<file path="config.mk">
export PLATFORM = sky130hd
export DESIGN_NAME = pio_sideset_delay_unit
export DESIGN_NICKNAME = d
export VERILOG_FILES = /design/src/rtl/pio_sideset_delay_unit_pkg.sv /design/src/rtl/pio_sideset_field_split.sv /design/src/rtl/pio_sideset_delay_unit.sv
export SDC_FILE = /design/constraint.sdc
export NUM_CORES = 1
export LEC_CHECK = 0
export ABC_AREA = 1
export ABC_CLOCK_PERIOD_IN_PS = 1800
export BUFFER_PORTS_ARGS = -buffer_cell sky130_fd_sc_hd__clkbuf_2
export CORE_ASPECT_RATIO = 0.5
export CORE_UTILIZATION = 25
export CTS_CLUSTER_DIAMETER = 200
export DETAILED_ROUTE_END_ITERATION = 10
export PLACE_DENSITY = 0.55
export SLEW_MARGIN = 20
export SYNTH_ARGS = -nofsm -noshare
export SYNTH_HDL_FRONTEND = slang
export SYNTH_SLANG_ARGS = --single-unit
</file>
<file path="constraint.sdc">
create_clock -name clk -period 1.8 [get_ports clk]
set_clock_uncertainty 0.05 [all_clocks]
set_input_delay 0 -clock clk [delete_from_list [all_inputs] [get_ports clk]]
set_output_delay 0 -clock clk [all_outputs]
set_load 0.005 [all_outputs]
</file>
<file path="src/rtl/pio_sideset_delay_unit_pkg.sv">
// Shared types and field constants for the PIO side-set / delay unit.
// The side-set and delay fields share instr[12:8]; the side-set count decides the split.
package pio_sideset_delay_unit_pkg;

    typedef enum logic [1:0] {
        ST_IDLE  = 2'd0,
        ST_ISSUE = 2'd1,
        ST_STALL = 2'd2,
        ST_DELAY = 2'd3
    } state_t;

    localparam int SS_FIELD_LSB = 8;
    localparam int SS_FIELD_MSB = 12;
    localparam int SS_MAX       = 5;

    // Side-set counts above the field width behave as a full-width side-set.
    function automatic logic [2:0] clamp_count(input logic [2:0] c);
        return (c > 3'(SS_MAX)) ? 3'(SS_MAX) : c;
    endfunction

endpackage

</file>
<file path="src/rtl/pio_sideset_field_split.sv">
// Combinational split of the shared side-set/delay field into delay count,
// side-set value, side-set width and enable.
module pio_sideset_field_split
    import pio_sideset_delay_unit_pkg::*;
(
    input  logic [4:0] field_i,
    input  logic [2:0] ss_count_i,
    input  logic       ss_opt_i,
    output logic [4:0] delay_o,
    output logic [4:0] side_o,
    output logic [2:0] width_o,
    output logic       en_o
);

    logic [2:0] n;
    logic [2:0] delay_bits;
    logic [4:0] delay_mask;
    logic [4:0] raw;
    logic [4:0] side_mask;

    always_comb begin
        n          = clamp_count(ss_count_i);
        delay_bits = 3'(SS_MAX) - n;
        delay_mask = 5'((6'd1 << delay_bits) - 6'd1);
        delay_o    = field_i & delay_mask;
        raw        = field_i >> delay_bits;
        width_o    = (n == 3'd0) ? 3'd0 : n - {2'b00, ss_opt_i};
        side_mask  = 5'((6'd1 << width_o) - 6'd1);
        side_o     = raw & side_mask;
        // With an optional enable the field MSB gates the side-set; it only
        // exists as an enable bit when at least one side-set bit is configured.
        en_o       = ss_opt_i ? ((n != 3'd0) && field_i[4]) : (width_o != 3'd0);
    end

endmodule

</file>
<file path="src/rtl/pio_sideset_delay_unit.sv">
// Accepts one PIO instruction, applies its side-set once on the issue cycle,
// then stays busy through the execution stall and the encoded delay.
module pio_sideset_delay_unit
    import pio_sideset_delay_unit_pkg::*;
#(
    parameter int NUM_PINS = 32,
    parameter int SS_MAX   = 5,
    parameter int DELAY_W  = 5
) (
    input  logic                clk,
    input  logic                rst_n,
    // Handshake: an instruction transfers on a rising edge where in_valid and
    // in_ready are both high; in_ready is high exactly while the unit is IDLE.
    input  logic                in_valid,
    output logic                in_ready,
    input  logic [15:0]         instr,
    input  logic                exec_stall,
    input  logic                flush,
    input  logic [2:0]          cfg_ss_count,
    input  logic                cfg_ss_opt,
    input  logic                cfg_ss_pindirs,
    input  logic [4:0]          cfg_ss_base,
    output logic [2:0]          op,
    output logic [2:0]          op1,
    output logic [4:0]          op2,
    output logic                issue,
    output logic                exec_done,
    output logic                ss_valid,
    output logic                ss_pindirs,
    output logic [NUM_PINS-1:0] ss_mask,
    output logic [NUM_PINS-1:0] ss_value,
    output logic                busy,
    output logic [1:0]          dbg_state_o
);

    localparam int SW = $clog2(NUM_PINS);

    state_t               state_q;
    logic [DELAY_W-1:0]   cnt_q;
    logic [2:0]           op_q, op1_q;
    logic [4:0]           op2_q;
    logic                 issue_q, ss_valid_q, ss_pindirs_q;
    logic [NUM_PINS-1:0]  ss_mask_q, ss_value_q;

    logic [4:0]           sp_delay, sp_side;
    logic [2:0]           sp_width;
    logic                 sp_en;
    logic [NUM_PINS-1:0]  base_mask, base_value, rot_mask, rot_value;
    logic                 accept, executing;

    pio_sideset_field_split u_split (
        .field_i    (instr[SS_FIELD_MSB:SS_FIELD_LSB]),
        .ss_count_i (cfg_ss_count),
        .ss_opt_i   (cfg_ss_opt),
        .delay_o    (sp_delay),
        .side_o     (sp_side),
        .width_o    (sp_width),
        .en_o       (sp_en)
    );

    function automatic logic [NUM_PINS-1:0] rotl(input logic [NUM_PINS-1:0] v,
                                                 input logic [SW-1:0] s);
        logic [2*NUM_PINS-1:0] d;
        d = {v, v} << s;
        return d[2*NUM_PINS-1:NUM_PINS];
    endfunction

    always_comb begin
        base_mask = '0;
        for (int i = 0; i < SS_MAX; i++) begin
            base_mask[i] = (i < int'(sp_width));
        end
        base_value = {{(NUM_PINS-SS_MAX){1'b0}}, sp_side};
        rot_mask   = rotl(base_mask, cfg_ss_base[SW-1:0]);
        rot_value  = rotl(base_value, cfg_ss_base[SW-1:0]);
    end

    assign accept    = in_valid && (state_q == ST_IDLE);
    assign executing = (state_q == ST_ISSUE) || (state_q == ST_STALL);

    always_ff @(posedge clk or negedge rst_n) begin
        if (!rst_n) begin
            state_q      <= ST_IDLE;
            cnt_q        <= '0;
            op_q         <= '0;
            op1_q        <= '0;
            op2_q        <= '0;
            issue_q      <= 1'b0;
            ss_valid_q   <= 1'b0;
            ss_pindirs_q <= 1'b0;
            ss_mask_q    <= '0;
            ss_value_q   <= '0;
        end else begin
            issue_q      <= 1'b0;
            ss_valid_q   <= 1'b0;
            ss_pindirs_q <= 1'b0;
            ss_mask_q    <= '0;
            ss_value_q   <= '0;
            case (state_q)
                ST_IDLE: begin
                    if (accept) begin
                        state_q      <= ST_ISSUE;
                        cnt_q        <= DELAY_W'(sp_delay);
                        op_q         <= instr[15:13];
                        op1_q        <= instr[7:5];
                        op2_q        <= instr[4:0];
                        issue_q      <= 1'b1;
                        ss_valid_q   <= sp_en;
                        ss_pindirs_q <= sp_en && cfg_ss_pindirs;
                        ss_mask_q    <= sp_en ? rot_mask  : '0;
                        ss_value_q   <= sp_en ? rot_value : '0;
                    end
                end
                ST_ISSUE, ST_STALL: begin
                    if (flush) begin
                        state_q <= ST_IDLE;
                        cnt_q   <= '0;
                    end else if (exec_stall) begin
                        state_q <= ST_STALL;
                    end else if (cnt_q != '0) begin
                        state_q <= ST_DELAY;
                        cnt_q   <= cnt_q - 1'b1;
                    end else begin
                        state_q <= ST_IDLE;
                    end
                end
                ST_DELAY: begin
                    // The count was pre-decremented on entry, so zero marks the last delay cycle.
                    if (flush || (cnt_q == '0)) begin
                        state_q <= ST_IDLE;
                        cnt_q   <= '0;
                    end else begin
                        cnt_q   <= cnt_q - 1'b1;
                    end
                end
                default: state_q <= ST_IDLE;
            endcase
        end
    end

    assign in_ready    = (state_q == ST_IDLE);
    assign busy        = (state_q != ST_IDLE);
    assign exec_done   = executing && !exec_stall && !flush;
    assign issue       = issue_q;
    assign ss_valid    = ss_valid_q;
    assign ss_pindirs  = ss_pindirs_q;
    assign ss_mask     = ss_mask_q;
    assign ss_value    = ss_value_q;
    assign op          = op_q;
    assign op1         = op1_q;
    assign op2         = op2_q;
    assign dbg_state_o = state_q;

endmodule

</file>
==> run_results.csv <==
group,metric,value,unit
synthesis,synth-compound-area-share,7.84,%
flow_run,max_cap_viol_count,0,
cells_and_area,mostFrequentLayoutCell,"nand2_1",
cells_and_area,drive_gt1_share,41.1,%
timing,max_freq,0.560,GHz
synthesis,ys_ff_latch,85,
global_routing,overflow,0,
placement,io_buffers,113,
global_routing,grt_first_pass_wirelength,19100,um
timing,worst_pin_slew,0.855,ns
timing,whs,0.0404,ns
synthesis,netlist_area,0.00412,mm2
synthesis,yosys_warnings,0,
routing,drt-initial-drc-count,194,
setup_path,start_kind,"input port",
setup_path,path_class,"in2reg",
cts,clkTransAtPathRegs,0.07,ns
global_routing,track_usage,14.6,%
pwr,total_power,6.18,mW
timing,fin_crit,1.79,ns
setup_path,crit_path_end_kind,"flip-flop",
global_routing,grt_pass1_vias,3758,
die,rows,32,
setup_path,required,2.02,ns
synthesis,synthAdderAreaFrac,1.82,%
synthesis,synthMuxAreaShare,0,%
cts,cts_tree,"built",
timing,rsz0062_at_grt,"yes",
pwr,power.density,1010,mW/mm2
setup_path,arrival,2.01,ns
cells_and_area,syn_to_final_growth,48.0,%
synthesis,syn_avg_cell_area,8.06,um2
routing,drc_errors,0,
outcome,status,"finished, final reports clean",
timing,slew_violations,0,
global_routing,grt_max_degree,43,
die,dieArea,0.0170,mm2
min_path,hp-class,"in2reg",
routing,vias,4036,
routing,wl,12200,um
timing,finalHoldViolations,0,
synthesis,netlist_instances,511,
placement,globalplace.congestion,0.859,
timing,setup_tns,0,ns
timing,max_slew_margin,43.0,%
synthesis,synthXorXnorAreaFrac,0.426,%
cells_and_area,nets,718,
pwr,power.leakage,3.17,nW
placement,pre_cts_slack,-0.466,ns
die,die_y,92.7,um
cts,insertion_delay,0.34,ns
global_routing,grt_antenna_before_repair,0,
die,ios,114,
synthesis,synth_top_family_by_area,"simple AND/OR/NAND/NOR gates",
synthesis,async_reset_ff_share,100,%
die,fp.coreArea,0.0157,mm2
synthesis,synth.distinct_cells,32,
cts,cts_max_path_buffers,2,
cells_and_area,diodes,0,
routing,drtAntennaViolNets,0,
synthesis,synth_fp_nets,548,
cts,clk_root_buffer_cell,"clkbuf_16",
cells_and_area,final_cells,907,
cts,clkSinkCount,85,
setup_path,path_max_fanout,4,
synthesis,synth-edff-count,0,
synthesis,synth_flop_cell,"dfrtp_1",
placement,placedCellCount,865,
routing,wire_per_inst,13.4,um
routing,vias_per_cell,4.45,
placement,dpl.hpwl,8730,um
cells_and_area,most-common-layout-cells,"114 x nand2_1, 109 x clkbuf_2, 85 x dfrtp_1",
timing,fin_crit_sh,99.2,%
cts,cts_buffers,9,
pwr,irDropWorstVdd,0.000555,V
routing,dr.pass1.iters,4,
cts,htreeDepth,3,
synthesis,synth-seq-area-share,51.7,%
die,start_util,26.2,%
timing,setup_viol,0,
synthesis,synthSimpleGateAreaFrac,30.9,%
timing,fin_ws,0.0148,ns
die,die_w,183,um
## report_power, final
group,switching [mW],leakage [nW],internal (mW),total (mW)
Combinational,1.15,1.87,0.856,2.00
Clock,0.799,0.145,1.09,1.89
Sequential,0.138,1.16,2.15,2.29
Total,2.09,3.17,4.10,6.18
## state kept, by name, summed over array words and instances, names as in the netlist
name	flops
op	3
issue	1
op1	3
op2	5
dbg_state_o	2
ss_mask	32
ss_valid	1
cnt_q	5
ss_pindirs	1
ss_value	32
## through the flow
| step | utilization [%] | cell area [um2] |
|---|---|---|
| after global placement | 33.3 | 5240 |
| after CTS | 36.7 | 5770 |
| after detailed placement | 33.3 | 5240 |
| after global routing | 38.7 | 6090 |
| final | 38.7 | 6090 |
| after floorplan | - | 4170 |
## worst paths after layout
| kind | end | slack, ns | cells past startpoint | from |
|---|---|---|---|---|
| hold reg to reg | op1[0]$_DFFE_PN0P_ | 0.43 | 2 | op1[0]$_DFFE_PN0P_ |
| setup reg to reg | cnt_q[3]$_DFFE_PN0P_ | 0.13 | 14 | cnt_q[0]$_DFFE_PN0P_ |
| setup / recovery | ss_value[9]$_DFF_PN0_ | 0.01 | 19 | cfg_ss_count[1] |
| max in group asynchronous | ss_mask[6]$_DFF_PN0_ | 0.87 | 3 | rst_n |
| min in group asynchronous | cnt_q[1]$_DFFE_PN0P_ | 0.15 | 2 | rst_n |
| hold / removal | cnt_q[1]$_DFFE_PN0P_ | 0.04 | 5 | instr[9] |
## final cells by class
class,instances,area [um2]
Timing Repair Buffer,183,1200
Tap cell,221,277
Clock buffer,10,229
Fill cell,1616,9640
Clock inverter,6,71.3
Multi-Input combinational cell,356,2020
Inverter,46,173
Sequential cell,85,2130
## Yosys cell counts, types with 2 or more instances
master    number  area share (%)
nand2_1      139              13
dfrtp_1       85              52
nor2_1        63             5.7
nand3_1       60             7.3
inv_1         37             3.4
o21ai_0       25             3.0
a21oi_1       17             2.1
clkbuf_1      10            0.91
nand4_1       10             1.5
inv_2          7            0.64
buf_2          6            0.73
ha_1           6             1.8
o21ai_1        6            0.73
a31oi_1        4            0.61
buf_6          4             1.1
nor3_1         4            0.49
buf_1          3            0.27
nand2_4        3            0.82
nor2_4         3            0.82
or2_2          3            0.46
clkinv_1       2            0.18
nand2_2        2            0.30
o211ai_1       2            0.36
xor2_1         2            0.43
## critical path: stages
cell	delay, ns
buf_8	0.10
nand2_4	0.07
nand2_4	0.05
nor2_2	0.07
ha_2	0.20
inv_1	0.04
nand2_1	0.06
nand2_2	0.08
a21oi_4	0.17
inv_2	0.08
nand2_2	0.08
ha_4	0.20
a21oi_4	0.15
nand3_2	0.08
nand2_2	0.11
nand2_2	0.09
nor2_4	0.14
nand2_2	0.08
a21oi_2	0.14
## kinds of logic (layout without fill, tap and decap cells)
family	after synthesis	after routing
DFF	85	85
xor gates and xnor gates	2	2
and+or+nand+nor	290	290
buffers and inverters	70	245
adders and majority gates	6	6
AOI/OAI and AO/OA	58	58
## what timing repair did
| item | CTS | global route |
|---|---|---|
| setup buffers | 1 | 6 |
| gates resized for setup | 11 | 82 |
| hold buffers | 18 | 0 |
| endpoints found under the setup margin | 20 | 67 |
| endpoints found under the hold margin | 56 | 0 |
| pin swaps | 7 | 37 |
| gates cloned | 0 | 1 |
## per-layer routing
| layer | up-vias | share of wire [%] | track usage [%] |
|---|---|---|---|
| met1 | 1942 | 50 | 20.6 |
| met3 | 10 | 4.5 | 2.75 |
| met4 | 0 | 1.0 | 4.31 |
| met2 | 96 | 45 | 22.5 |
| li1 | 1988 | - | - |
| met5 | - | 0 | 0 |
Power figures use the tool's default switching activity.
